## src/rtl/pwm_generator.sv

```systemverilog
// PWM generator with soft-start ramp.
// A prescaler divides clk into PWM steps. One PWM period is 100 steps.
// The applied duty (active_duty) changes only at period boundaries. Upward changes
// are limited to RAMP_STEP percent per period. Downward changes take effect at once
// at the next boundary.
// Interface semantics: this block has no handshake. enable is a level-sensitive run
// request. pwm_duty is a free-running target that is sampled every clk.
module pwm_generator #(
  parameter int CLK_DIV   = 10,
  parameter int RAMP_STEP = 5
) (
  input  logic       clk,
  input  logic       rst_n,
  input  logic       enable,
  input  logic [7:0] pwm_duty,
  output logic       pwm_out,
  output logic       period_start,
  output logic [7:0] active_duty,
  output logic       ramping,
  output logic [1:0] dbgState
);

  typedef enum logic [1:0] {
    IDLE = 2'd0,
    RAMP = 2'd1,
    RUN  = 2'd2
  } state_t;

  localparam logic [7:0] PRESC_MAX = 8'(CLK_DIV - 1);
  localparam logic [7:0] STEP_MAX  = 8'd99;
  localparam logic [7:0] RAMP_INC  = 8'(RAMP_STEP);

  state_t      state;
  state_t      stateNext;
  logic [7:0]  targetReg;
  logic [7:0]  prescCnt;
  logic [7:0]  prescNext;
  logic [6:0]  stepCnt;
  logic [6:0]  stepNext;
  logic [7:0]  dutyNext;
  logic        startNext;
  logic        pwmNext;

  logic        tick;
  logic        boundary;
  logic [8:0]  rampSum;
  logic [7:0]  rampVal;
  logic [7:0]  boundaryDuty;
  logic [7:0]  entryDuty;
  logic [7:0]  dutyClamped;

  assign dutyClamped = (pwm_duty > 8'd100) ? 8'd100 : pwm_duty;

  // Step timing. A period boundary is the last prescaler cycle of step 99.
  assign tick     = (prescCnt == PRESC_MAX);
  assign boundary = tick && ({1'b0, stepCnt} == STEP_MAX);

  // Compute the ramp in 9 bits so that active_duty + RAMP_STEP cannot wrap before
  // it is clamped to the target.
  assign rampSum      = {1'b0, active_duty} + {1'b0, RAMP_INC};
  assign rampVal      = (rampSum > {1'b0, targetReg}) ? targetReg : rampSum[7:0];
  assign boundaryDuty = (targetReg > active_duty) ? rampVal : targetReg;
  assign entryDuty    = (RAMP_INC < targetReg) ? RAMP_INC : targetReg;

  // Next-state, counter and output logic. The outputs are computed from the
  // post-update values, so the registered pwm_out lines up with the counters.
  always_comb begin
    stateNext = state;
    prescNext = prescCnt;
    stepNext  = stepCnt;
    dutyNext  = active_duty;
    startNext = 1'b0;
    case (state)
      IDLE: begin
        prescNext = 8'd0;
        stepNext  = 7'd0;
        dutyNext  = 8'd0;
        if (enable) begin
          stateNext = RAMP;
          dutyNext  = entryDuty;
          startNext = 1'b1;
        end
      end
      RAMP, RUN: begin
        if (!enable) begin
          // Stopping has priority over a boundary update in the same cycle.
          stateNext = IDLE;
          prescNext = 8'd0;
          stepNext  = 7'd0;
          dutyNext  = 8'd0;
        end else begin
          prescNext = tick ? 8'd0 : prescCnt + 8'd1;
          if (tick) begin
            stepNext = ({1'b0, stepCnt} == STEP_MAX) ? 7'd0 : stepCnt + 7'd1;
          end
          if (boundary) begin
            dutyNext  = boundaryDuty;
            stateNext = (boundaryDuty == targetReg) ? RUN : RAMP;
            startNext = 1'b1;
          end
        end
      end
      default: begin
        stateNext = IDLE;
        prescNext = 8'd0;
        stepNext  = 7'd0;
        dutyNext  = 8'd0;
      end
    endcase
    pwmNext = (stateNext != IDLE) && ({1'b0, stepNext} < dutyNext);
  end

  // State and datapath registers with synchronous active-low reset.
  always_ff @(posedge clk) begin
    if (!rst_n) begin
      state        <= IDLE;
      targetReg    <= 8'd0;
      prescCnt     <= 8'd0;
      stepCnt      <= 7'd0;
      active_duty  <= 8'd0;
      pwm_out      <= 1'b0;
      period_start <= 1'b0;
    end else begin
      state        <= stateNext;
      targetReg    <= dutyClamped;
      prescCnt     <= prescNext;
      stepCnt      <= stepNext;
      active_duty  <= dutyNext;
      pwm_out      <= pwmNext;
      period_start <= startNext;
    end
  end

  assign ramping  = (state == RAMP);
  assign dbgState = state;

endmodule

```

## config.mk

```make
export PLATFORM = sky130hd
export DESIGN_NAME = pwm_generator
export DESIGN_NICKNAME = d
export VERILOG_FILES = /design/src/rtl/pwm_generator.sv
export SDC_FILE = /design/constraint.sdc
export NUM_CORES = 1
export LEC_CHECK = 0
export ABC_AREA = 1
export BUFFER_PORTS_ARGS = -buffer_cell sky130_fd_sc_hd__buf_2
export CORE_MARGIN = 5
export CORE_UTILIZATION = 50
export CTS_CLUSTER_DIAMETER = 50
export DETAILED_ROUTE_END_ITERATION = 6
export MAX_ROUTING_LAYER = met4
export PLACE_DENSITY = 0.69
export SLEW_MARGIN = 10
export SYNTH_ARGS = -nofsm -noshare
export SYNTH_HDL_FRONTEND = slang
export SYNTH_SLANG_ARGS = --single-unit
```

## constraint.sdc

```tcl
create_clock -name clk -period 4.4 [get_ports clk]
set_input_delay 0.88 -clock clk [delete_from_list [all_inputs] [get_ports clk]]
set_output_delay 0.88 -clock clk [all_outputs]
set_load 0.05 [all_outputs]
```

* Word-level counts from Yosys, hierarchy flattened *
Index checks and enable logic that the tools add are counted.

storage, ports and cells
  bits in registers = 35
  logic and storage cells = 52

operators by class
  add/sub/neg operators = 3
  order comparisons = 5
  equal/unequal tests = 5
  mux-type cells = 21
  bitwise operators = 3
  reduce and logical (&&, ||, !) cells = 7

operator list
  cell                   count
  $mux W8                6
  $mux W7                5
  $pmux W8 S2            1
  $add A8 B3 Y9 const B  1
  $gt A9 B8 Y1           1
  $add A8 B1 Y8 const B  1
  $eq A8 B4 Y1 const B   1
  $eq A8 B8 Y1           1
  $gt A8 B7 Y1 const B   1
  $gt A8 B8 Y1           1
  $lt A3 B8 Y1 const A   1
  $lt A7 B8 Y1           1
  $mux W2                4
  $add A7 B1 Y7 const B  1
  $eq A7 B7 Y1 const B   1
  $pmux W2 S2            1
  $reduce_or A2 Y1       2
  $reduce_or A4 Y1       1
  $mux W1                3
  $not A1 Y1             3
  $eq A2 B1 Y1 const B   1
  $eq A2 B2 Y1 const B   1
  $logic_and A1 B1 Y1    2
  $logic_not A2 Y1       1
  other kinds (2)        2

* Logic depth before layout (Yosys ltp) *
Gate-level depths: netlist of run 1.

  depth after elaboration = 11
  mapped depth = 29

* Worst setup path after synthesis of run 1 *
No wires, ideal clock.

  path type = flip-flop to flip-flop
  from = reg active_duty[0]
  to = reg pwm_out
  arrival = 3.539 ns
  setup slack = 0.795 ns
  cell stages (with the launch flop) = 27
  clock period less this slack = 3.605 ns
  path through = dfxtp_1 -> ha_1 -> o21ai_2 -> nor2_4 -> xor2_1 -> inv_1 -> ha_1 -> nand2_1 -> inv_1 -> a21oi_1 -> nand2_1 -> nand2_1 -> nand2_1 -> nand2_4 -> nand2_2 -> buf_2 -> nand2_1 -> o21ai_0 -> nand2_1 -> o211ai_1 -> ha_1 -> a21o_1 -> nand3_1 -> nand2_1 -> inv_1 -> nand2_1 -> a21oi_2

on the way
  word-level cells in the longest chain between the ends = 11

ends and longest elaborated chain
  element                                                 line  RTL
  from (decl)                                             18    output logic [7:0] active_duty,
  from (signal assigned)                                  128   active_duty <= dutyNext;
  branches (longest 10 deep; another with $add A8 B3 Y9)  --
  $logic_and A1 B1 Y1 *                                   110   pwmNext = (stateNext != IDLE) && ({1'b0, stepNext} < dutyNext);
  to (signal assigned)                                    129   pwm_out <= pwmNext;
  to (decl)                                               16    output logic pwm_out,

Every way passes the cells marked *.
A chain may end at the register's enable or synchronous reset.

* Worst setup path in the final report of run 1 *
Same ends and word-level chain as after synthesis.

==> results.yml, run 1 <==
timing:
  fin_tns_setup_ps: 0
  worst_slew_margin_rel: 0.597
  timing_max_transition_violations_final: 0
  timing.final.crit_period_ps: 3780
  post-route-period-util: 0.859
  max_clock_freq_mhz: 265
  finalSetupViolations: 0
  tightestPinTransition_ps: 600
  rsz0062_at_grt: "false"
  final_hold_viol_count: 0
  skew_ps: 8.28
layout:
  final_nets: 461
  antenna_cells_inserted: 0
  area.growth.synth_to_final_pct: 11.0
  drive_gt1_frac: 0.111
yosys:
  number_of_enable_flip_flop_cells_after_synthesis: 0
  postSynthNetCount: 436
  synthesis.yosys.warnings: 0
  dominantRegCellSynth: "sky130_fd_sc_hd__dfxtp_1"
  post_synth_most_frequent_cells: "sky130_fd_sc_hd__nand2_1, sky130_fd_sc_hd__inv_1, sky130_fd_sc_hd__nor2_1"
  seq_area_frac_synth: 0.269
  synth.cell_area_sq_um: 2600
  syn_inst: 396
  async_flop_share: 0
  yosysMostFrequentCell: "sky130_fd_sc_hd__nand2_1"
  syn_area_per_cell_sq_um: 6.58
  synth.ff_latch_count: 35
  synthTopCellsByArea: "sky130_fd_sc_hd__dfxtp_1, sky130_fd_sc_hd__ha_1, sky130_fd_sc_hd__nand2_1, sky130_fd_sc_hd__inv_1, sky130_fd_sc_hd__nor2_1"
  post-synth-top-area-cell: "sky130_fd_sc_hd__dfxtp_1"
  fraction_of_synthesized_cell_area_taken_by_the_top_area_cell_type: 0.269
  synth.lib_cells_used.distinct: 37
route:
  vias: 2487
  postRouteWirelength_um: 5910
  firstDrtPassIters: 4
  ant_nets: 0
  route.detailed.wl_per_inst_um: 12.0
  initialDrtViolationCount: 179
  viasPerCell: 5.05
  drcViolationCount: 0
worst_setup_path:
  timing.critical_path.from_type: "flip-flop"
  worstRegToRegCells: 25
  critical_path.max_fanout: 16
  critPathArrivalTime_ps: 4010
  end_kind: "flip-flop"
  required_ps: 4630
  timing_worst_setup_path_type: "flip-flop to flip-flop"
floorplanning:
  die-height_um: 82.2
  initial_core_util: 0.513
  floorplan.io_pins: 24
  die_width_um: 82.2
  core-area_sq_um: 5070
  core.rowCount: 26
  die-area_sq_um: 6750
power:
  design_power_total_w: 0.000761
  power.density_nw_per_um2: 263
  power.leakage_nw: 1.44
  power.ir.vdd_worst_uv: 237
place:
  detailed_place_hpwl_um: 4810
  last_weighted_congestion_value_of_the_routability_driven_placer: 0.937
  numPortBuffers: 23
global_route:
  grt_pass1_wl_um: 10300
  grt_start_max_net_pins: 20
  grt.total_usage: 0.202
  grt_overflow: 0
  via_count_of_the_first_global_routing_pass: 2361
  initial_antenna_violation_count: 0
cts:
  max-clock-path-buffers: 2
  post-cts-setup-buffer-count: 0
  cts-htree-levels: 2
  numCtsBuffers: 5
  tritoncts: "done"
  cts.root.buffer_cell: "sky130_fd_sc_hd__clkbuf_8"
  post_cts_hold_buffer_count: 0
  post_cts.resized_instances: 0
  tritoncts_num_sinks: 35
  clock_insertion_delay_worst_skew_ps: 290
  clk_transition_reported_paths_ps: 80
run:
  maxCapViolations: 0
status:
  run_status: "finished, final reports clean"
min_path:
  hold-path-cell-count: 1
  hold_path.class: "flip-flop to flip-flop"
per-layer routing:
layer | GRT usage | up-vias | share of wire
met4 | 0.0532 | 0 | 0.0083
li1 | - | 1328 | -
met3 | 0.0401 | 4 | 0.053
met5 | - | - | 0
met1 | 0.250 | 1091 | 0.48
met2 | 0.335 | 64 | 0.46
cell usage in the layout, fill, tap and decap left out, types with 2 or more instances in the layout:
master	count
sky130_fd_sc_hd__inv_1	76
sky130_fd_sc_hd__buf_2	23
sky130_fd_sc_hd__a21o_1	2
sky130_fd_sc_hd__ha_1	29
sky130_fd_sc_hd__nor2_2	3
sky130_fd_sc_hd__o21ai_1	2
sky130_fd_sc_hd__o21ai_0	17
sky130_fd_sc_hd__xor2_1	5
sky130_fd_sc_hd__nor2_1	46
sky130_fd_sc_hd__nand2_1	86
sky130_fd_sc_hd__nand2_2	2
sky130_fd_sc_hd__clkbuf_8	5
sky130_fd_sc_hd__nand4_1	17
sky130_fd_sc_hd__a21oi_2	2
sky130_fd_sc_hd__o211ai_1	7
sky130_fd_sc_hd__nor3_1	17
sky130_fd_sc_hd__a21oi_1	13
sky130_fd_sc_hd__nand3_1	11
sky130_fd_sc_hd__nor4_1	4
sky130_fd_sc_hd__o21ai_2	2
sky130_fd_sc_hd__dfxtp_1	35
state kept, by name (all words and copies together), names as in the netlist:
signal        flops
dbgState          2
period_start      1
active_duty       8
targetReg         8
prescCnt          8
pwm_out           1
stepCnt           7
power breakdown:
group | internal (W) | leakage, nW | switching, W
registers | 0.000324 | 0.285 | 0.00000904
clock network | 0.000169 | 0.0581 | 0.000117
logic | 0.0000436 | 1.10 | 0.0000982
stage by stage:
stage	utilization	instances	setup slack, ps	hold WS (ps)	cell area [sq um]
after detailed placement	0.547	484	690	461	2780
after CTS	0.570	492	628	479	2890
final	0.570	492	621	473	2890
after global placement	0.547	484	730	449	2780
after floorplan	-	396	795	434	2600
after global routing	0.570	492	234	504	2890
area by class of cell:
| cell class | instances | area (sq um) |
|---|---|---|
| Inverter | 78 | 293 |
| Tap cell | 70 | 87.6 |
| Clock buffer | 5 | 68.8 |
| Multi-Input combinational cell | 277 | 1570 |
| Timing Repair Buffer | 24 | 123 |
| Sequential cell | 35 | 701 |
| Clock inverter | 3 | 43.8 |
| Fill cell | 507 | 2180 |
cell families after synthesis:
logic type      share of synthesized area
other cells                       0.00144
flops                               0.269
xor+xnor                           0.0168
fa+ha+maj                           0.139
simple gates                        0.326
buf+inv                             0.126
compound gates                      0.121
final timing paths:
path                   from          end  slack [ps]
min             prescCnt[0]  prescCnt[0]         470
min reg2reg     prescCnt[0]  prescCnt[0]         470
max          active_duty[0]      pwm_out         620
max reg2reg  active_duty[0]      pwm_out         620
critical path, cell delays in order (launching register included):
cell                       delay, ps
sky130_fd_sc_hd__dfxtp_1         450
sky130_fd_sc_hd__ha_1            260
sky130_fd_sc_hd__o21ai_2         100
sky130_fd_sc_hd__nor2_4          130
sky130_fd_sc_hd__xor2_1          200
sky130_fd_sc_hd__inv_1           100
sky130_fd_sc_hd__ha_1            290
sky130_fd_sc_hd__nand2_1         100
sky130_fd_sc_hd__inv_1            70
sky130_fd_sc_hd__a21oi_1         140
sky130_fd_sc_hd__nand2_1          70
sky130_fd_sc_hd__nand2_1          60
sky130_fd_sc_hd__nand2_1          80
sky130_fd_sc_hd__nand2_4         160
sky130_fd_sc_hd__nand2_2         210
sky130_fd_sc_hd__o211ai_1        220
sky130_fd_sc_hd__o21ai_0         110
sky130_fd_sc_hd__o21ai_0         290
sky130_fd_sc_hd__ha_1            290
sky130_fd_sc_hd__nand2_1          70
sky130_fd_sc_hd__nand2_1          40
sky130_fd_sc_hd__nand2_1          60
sky130_fd_sc_hd__nand2_1          50
sky130_fd_sc_hd__nand2_1          50
sky130_fd_sc_hd__nand2_1          60
sky130_fd_sc_hd__a21oi_2          90
(Power assumes the default switching activity.)
==> run 2: changes to the inputs <==
clock period = 3.99 ns   (was 4.4 ns; I/O delays follow)
==> run 2 against run 1 <==
  * Routed wire length up 3.8%
  * Clock skew up 0.61 ps
  * Maximum frequency up 5.2%
  * Cell count up 0.20%
  * Setup slack worse by 220 ps
  * Flip-flop and latch count unchanged
  * Power up 11%
  * Critical path type unchanged
==> results.yml, run 2 (synthesis gave the netlist of run 1 again) <==
run:
  maxCapViolations: 0
power:
  power.leakage_nw: 1.45
  power.ir.vdd_worst_uv: 211
  power.density_nw_per_um2: 292
  design_power_total_w: 0.000847
route:
  ant_nets: 0
  viasPerCell: 5.07
  route.detailed.wl_per_inst_um: 12.5
  firstDrtPassIters: 5
  initialDrtViolationCount: 122
  vias: 2499
  postRouteWirelength_um: 6140
  drcViolationCount: 0
cts:
  clock_insertion_delay_worst_skew_ps: 290
  clk_transition_reported_paths_ps: 80
  tritoncts: "done"
  tritoncts_num_sinks: 35
  post-cts-setup-buffer-count: 0
  numCtsBuffers: 5
  cts-htree-levels: 2
  post_cts_hold_buffer_count: 0
  max-clock-path-buffers: 2
  cts.root.buffer_cell: "sky130_fd_sc_hd__clkbuf_8"
timing:
  finalSetupViolations: 0
  fin_tns_setup_ps: 0
  rsz0062_at_grt: "false"
  final_hold_viol_count: 0
  finalWorstSetupSlack_ps: 396
  timing_max_transition_violations_final: 0
  skew_ps: 8.88
  timing.final.crit_period_ps: 3590
  tightestPinTransition_ps: 593
  max_clock_freq_mhz: 278
  worst_slew_margin_rel: 0.602
  post-route-period-util: 0.901
  hold_slack_ps: 474
worst_setup_path:
  cp_slowest_cell: "sky130_fd_sc_hd__dfxtp_2"
  timing_worst_setup_path_type: "flip-flop to flip-flop"
  path_length_in_cells_of_the_critical_path: 25
  critical_path.startpoint: "active_duty[0]"
  end_kind: "flip-flop"
  r2r-end: "pwm_out"
  crit_path_frequent_cell: "sky130_fd_sc_hd__nand2_1"
  cp_slowest_stage_delay_ps: 360
  r2r-start: "active_duty[0]"
  worstSetupEndpoint: "pwm_out"
  required_ps: 4220
  critical_path.max_fanout: 16
  timing.critical_path.from_type: "flip-flop"
  critPathArrivalTime_ps: 3830
  timing.critical_path.max_delay_family: "simple AND/OR/NAND/NOR gates"
  worstRegToRegCells: 25
  timing.reg2reg.setup_slack_ps: 400
  critPathBufInv: 2
floorplanning:
  die_width_um: 82.2
  die-height_um: 82.2
  die-area_sq_um: 6750
  core.rowCount: 26
  core-area_sq_um: 5070
  initial_core_util: 0.513
  floorplan.io_pins: 24
place:
  place.detailed.instances: 485
  numPortBuffers: 23
  post-place-ws_ps: 278
  detailed_place_hpwl_um: 4990
  last_weighted_congestion_value_of_the_routability_driven_placer: 0.915
layout:
  final_nets: 462
  drive_gt1_frac: 0.116
  biggestRegsByFlops: "active_duty: 8 flops, prescCnt: 8 flops, targetReg: 8 flops"
  most_common_library_cell_in_the_layout_ignoring_fill_and_taps: "sky130_fd_sc_hd__nand2_1"
  instances_no_fill: 493
  area.growth.synth_to_final_pct: 11.3
  most_frequent_cells_in_the_layout: "sky130_fd_sc_hd__nand2_1, sky130_fd_sc_hd__inv_1, sky130_fd_sc_hd__nor2_1"
  antenna_cells_inserted: 0
global_route:
  grt_start_max_net_pins: 20
  initial_antenna_violation_count: 0
  via_count_of_the_first_global_routing_pass: 2430
  grt_pass1_wl_um: 10700
  grt_overflow: 0
  grt.total_usage: 0.209
min_path:
  hold_path.class: "flip-flop to flip-flop"
status:
  run_status: "finished, final reports clean"
run 2: worst min path at each step:
| stage | start | slack [ps] | end | cells after the start |
|---|---|---|---|---|
| 2_1_floorplan | prescCnt[0] | 430 | prescCnt[0] | 1 |
| 3_3_place_gp | prescCnt[0] | 450 | prescCnt[0] | 1 |
| 3_5_place_dp | prescCnt[0] | 460 | prescCnt[0] | 1 |
| 5_1_grt | prescCnt[0] | 500 | prescCnt[0] | 1 |
| 4_1_cts | prescCnt[0] | 480 | prescCnt[0] | 1 |
| 6_report | prescCnt[0] | 470 | prescCnt[0] | 1 |
run 2: metrics by stage:
| stage | utilization | instance area (sq um) |
|---|---|---|
| after floorplan | - | 2600 |
| after global placement | 0.549 | 2790 |
| after detailed placement | 0.549 | 2790 |
| after CTS | 0.571 | 2900 |
| after global routing | 0.571 | 2900 |
| final | 0.571 | 2900 |
run 2: where the power goes:
part / total [W] / switching, W / internal [W] / leakage [nW]
clock: 0.000320 / 0.000134 / 0.000186 / 0.0581
sequential: 0.000368 / 0.0000103 / 0.000358 / 0.285
combinational: 0.000159 / 0.000111 / 0.0000488 / 1.10
total: 0.000847 / 0.000254 / 0.000593 / 1.45
run 2: final cells by class:
type                    count  area (sq um)
clock buffers               5          68.8
clock inverters             3          43.8
fillers                   524          2180
inverters                  78           293
multi-input cells         277          1570
flip-flops and latches     35           702
well taps                  70          87.6
repair buffers             25           130
run 2: what timing repair did:
item | 4_1_cts | 5_1_grt
hold endpoints to repair | 0 | 0
endpoints found under the setup margin | 0 | 1
gates resized for setup | 0 | 2
run 2: metal layers:
layer | vias up | track usage | part of all wire
met2 | 63 | 0.330 | 0.45
met5 | - | - | 0
met4 | 0 | 0.0781 | 0.016
met1 | 1099 | 0.268 | 0.49
li1 | 1327 | - | -
met3 | 10 | 0.0358 | 0.045
==> run 3: changes to the inputs <==
CORE_MARGIN = default   (was 5)
SETUP_SLACK_MARGIN = 0.4   (was default)
==> run 3 against run 2 <==
  * Core utilization increased by 3.8 points
  * Clock power decreased by 24%
  * Setup slack improved by 300 ps
  * Power decreased by 7.2%
  * Sequential power about the same
  * Cell area increased by 2.5%
  * Critical path type unchanged
  * Critical endpoint unchanged
  * Largest cell class unchanged
==> results.yml, run 3 (synthesis gave the netlist of run 1 again) <==
timing:
  timing.final.crit_period_ps: 3290
  timing_max_transition_violations_final: 0
  worst_slew_margin_rel: 0.620
  final_hold_viol_count: 0
  rsz0062_at_grt: "false"
  fin_tns_setup_ps: 0
  max_clock_freq_mhz: 304
  tightestPinTransition_ps: 567
  finalSetupViolations: 0
  skew_ps: 5.31
  post-route-period-util: 0.826
  hold_slack_ps: 477
cts:
  max-clock-path-buffers: 2
  clock_insertion_delay_worst_skew_ps: 280
  numCtsBuffers: 5
  tritoncts: "done"
  cts-htree-levels: 2
  tritoncts_num_sinks: 35
  post_cts_hold_buffer_count: 0
  clk_transition_reported_paths_ps: 70
  cts.root.buffer_cell: "sky130_fd_sc_hd__clkbuf_8"
route:
  dr_wl_met3_um: 395
  firstDrtPassIters: 5
  drcViolationCount: 0
  viasPerCell: 5.10
  route.top_layer_used: "met4"
  initialDrtViolationCount: 147
  postRouteWirelength_um: 5900
  ant_nets: 0
  routedLengthMet1_um: 2810
  route.detailed.wl_per_inst_um: 11.9
  vias: 2537
  route.met2.wl_um: 2650
place:
  place.detailed.instances: 480
  last_weighted_congestion_value_of_the_routability_driven_placer: 0.915
  numPortBuffers: 23
  detailed_place_hpwl_um: 4650
global_route:
  grt_overflow: 0
  via_count_of_the_first_global_routing_pass: 2220
  grt_pass1_wl_um: 9720
  initial_antenna_violation_count: 0
  grt_start_max_net_pins: 20
  grt.total_usage: 0.235
layout:
  most_frequent_cells_in_the_layout: "sky130_fd_sc_hd__nand2_1, sky130_fd_sc_hd__inv_1, sky130_fd_sc_hd__nor2_1"
  biggestRegsByFlops: "active_duty: 8 flops, prescCnt: 8 flops, targetReg: 8 flops"
  num-fill-cells: 475
  drive_gt1_frac: 0.135
  antenna_cells_inserted: 0
  final_nets: 469
  area.growth.synth_to_final_pct: 14.2
  most_common_library_cell_in_the_layout_ignoring_fill_and_taps: "sky130_fd_sc_hd__nand2_1"
  instances_no_fill: 497
  final_util: 0.609
worst_setup_path:
  end_kind: "flip-flop"
  critPathArrivalTime_ps: 3520
  critical_path.startpoint: "active_duty[0]"
  critical_path.max_fanout: 16
  r2r-start: "active_duty[0]"
  required_ps: 4210
  timing.critical_path.from_type: "flip-flop"
  timing_worst_setup_path_type: "flip-flop to flip-flop"
power:
  switching_share: 0.316
  share_seq_of_total_power: 0.469
  power.leakage_nw: 1.46
  p_int_w: 0.000538
  switchingPower_w: 0.000248
  power.share.combinational: 0.220
  clock_power_share: 0.311
  power.ir.vdd_worst_uv: 227
  power.density_nw_per_um2: 264
floorplanning:
  die_width_um: 74.2
  die-height_um: 74.2
  core.rowCount: 25
  initial_core_util: 0.534
  die-area_sq_um: 5500
  core-area_sq_um: 4880
  floorplan.io_pins: 24
status:
  run_status: "finished, final reports clean"
min_path:
  hold_start: "prescCnt[0]"
  hold_path.class: "flip-flop to flip-flop"
run:
  maxCapViolations: 0
==> run 3: layout make-up <==
class / instances / area [sq um] / area share
clock buffers: 6 / 72.6 / 0.0244
clock inverters: 2 / 12.5 / 0.00421
inverters: 78 / 293 / 0.0985
multi-input cells: 277 / 1620 / 0.546
flip-flops and latches: 35 / 706 / 0.237
well taps: 67 / 83.8 / 0.0282
repair buffers: 32 / 183 / 0.0614
==> run 3: repair_timing <==
action,in CTS,in global routing
hold endpoints to repair,0,0
resized for setup,2,9
buffers inserted,0,9
pin swaps,0,2
endpoints found under the setup margin,1,1
==> run 3: critical path, cell delays in order, from the launching register on <==
cell,delay (ps)
sky130_fd_sc_hd__dfxtp_4,400
sky130_fd_sc_hd__inv_1,70
sky130_fd_sc_hd__o21ai_2,210
sky130_fd_sc_hd__nand2_1,90
sky130_fd_sc_hd__nor2_1,130
sky130_fd_sc_hd__inv_1,60
sky130_fd_sc_hd__nand2_1,100
sky130_fd_sc_hd__inv_2,60
sky130_fd_sc_hd__ha_1,270
sky130_fd_sc_hd__nand2_1,80
sky130_fd_sc_hd__inv_1,60
sky130_fd_sc_hd__a21oi_1,140
sky130_fd_sc_hd__nand2_1,70
sky130_fd_sc_hd__nand2_1,50
sky130_fd_sc_hd__nand2_1,80
sky130_fd_sc_hd__nand2_4,130
sky130_fd_sc_hd__nand2_8,100
sky130_fd_sc_hd__o211ai_1,170
sky130_fd_sc_hd__o21ai_0,110
sky130_fd_sc_hd__o21ai_1,200
sky130_fd_sc_hd__ha_1,250
sky130_fd_sc_hd__nand2_1,70
sky130_fd_sc_hd__nand2_1,50
sky130_fd_sc_hd__nand2_1,50
sky130_fd_sc_hd__nand2_1,40
sky130_fd_sc_hd__nand2_1,50
sky130_fd_sc_hd__nand2_1,60
sky130_fd_sc_hd__a21oi_2,90
==> run 3: power by group through the flow <==
stage	combinational, W	sequential [W]	clock [W]
final	0.000173	0.000368	0.000244
after global routing	0.000195	0.000369	0.000270
after CTS	0.000156	0.000368	0.000252
after detailed placement	0.000154	0.000376	0
after global placement	0.000153	0.000376	0
after floorplan	0.000107	0.000386	0
==> run 3: final timing paths <==
kind,to,slack [ps],cells after the start
hold / removal,prescCnt[0],480,1
setup / recovery,pwm_out,700,27
hold reg to reg,prescCnt[0],480,1
setup reg to reg,pwm_out,700,27
==> run 3: per-stage QoR <==
step                setup WS, ps  power [W]  area (sq um)
CTS                          468   0.000776          2860
finish                       695   0.000786          2970
global route                 385   0.000834          2970
floorplan                    461   0.000494          2610
global placement             404   0.000529          2770
detailed placement           355   0.000530          2770
==> run 3: per-layer routing <==
metal	up-vias	global-route usage
met5	-	-
met4	0	0.0449
met3	6	0.0407
met2	87	0.365
met1	1100	0.322
li1	1344	-
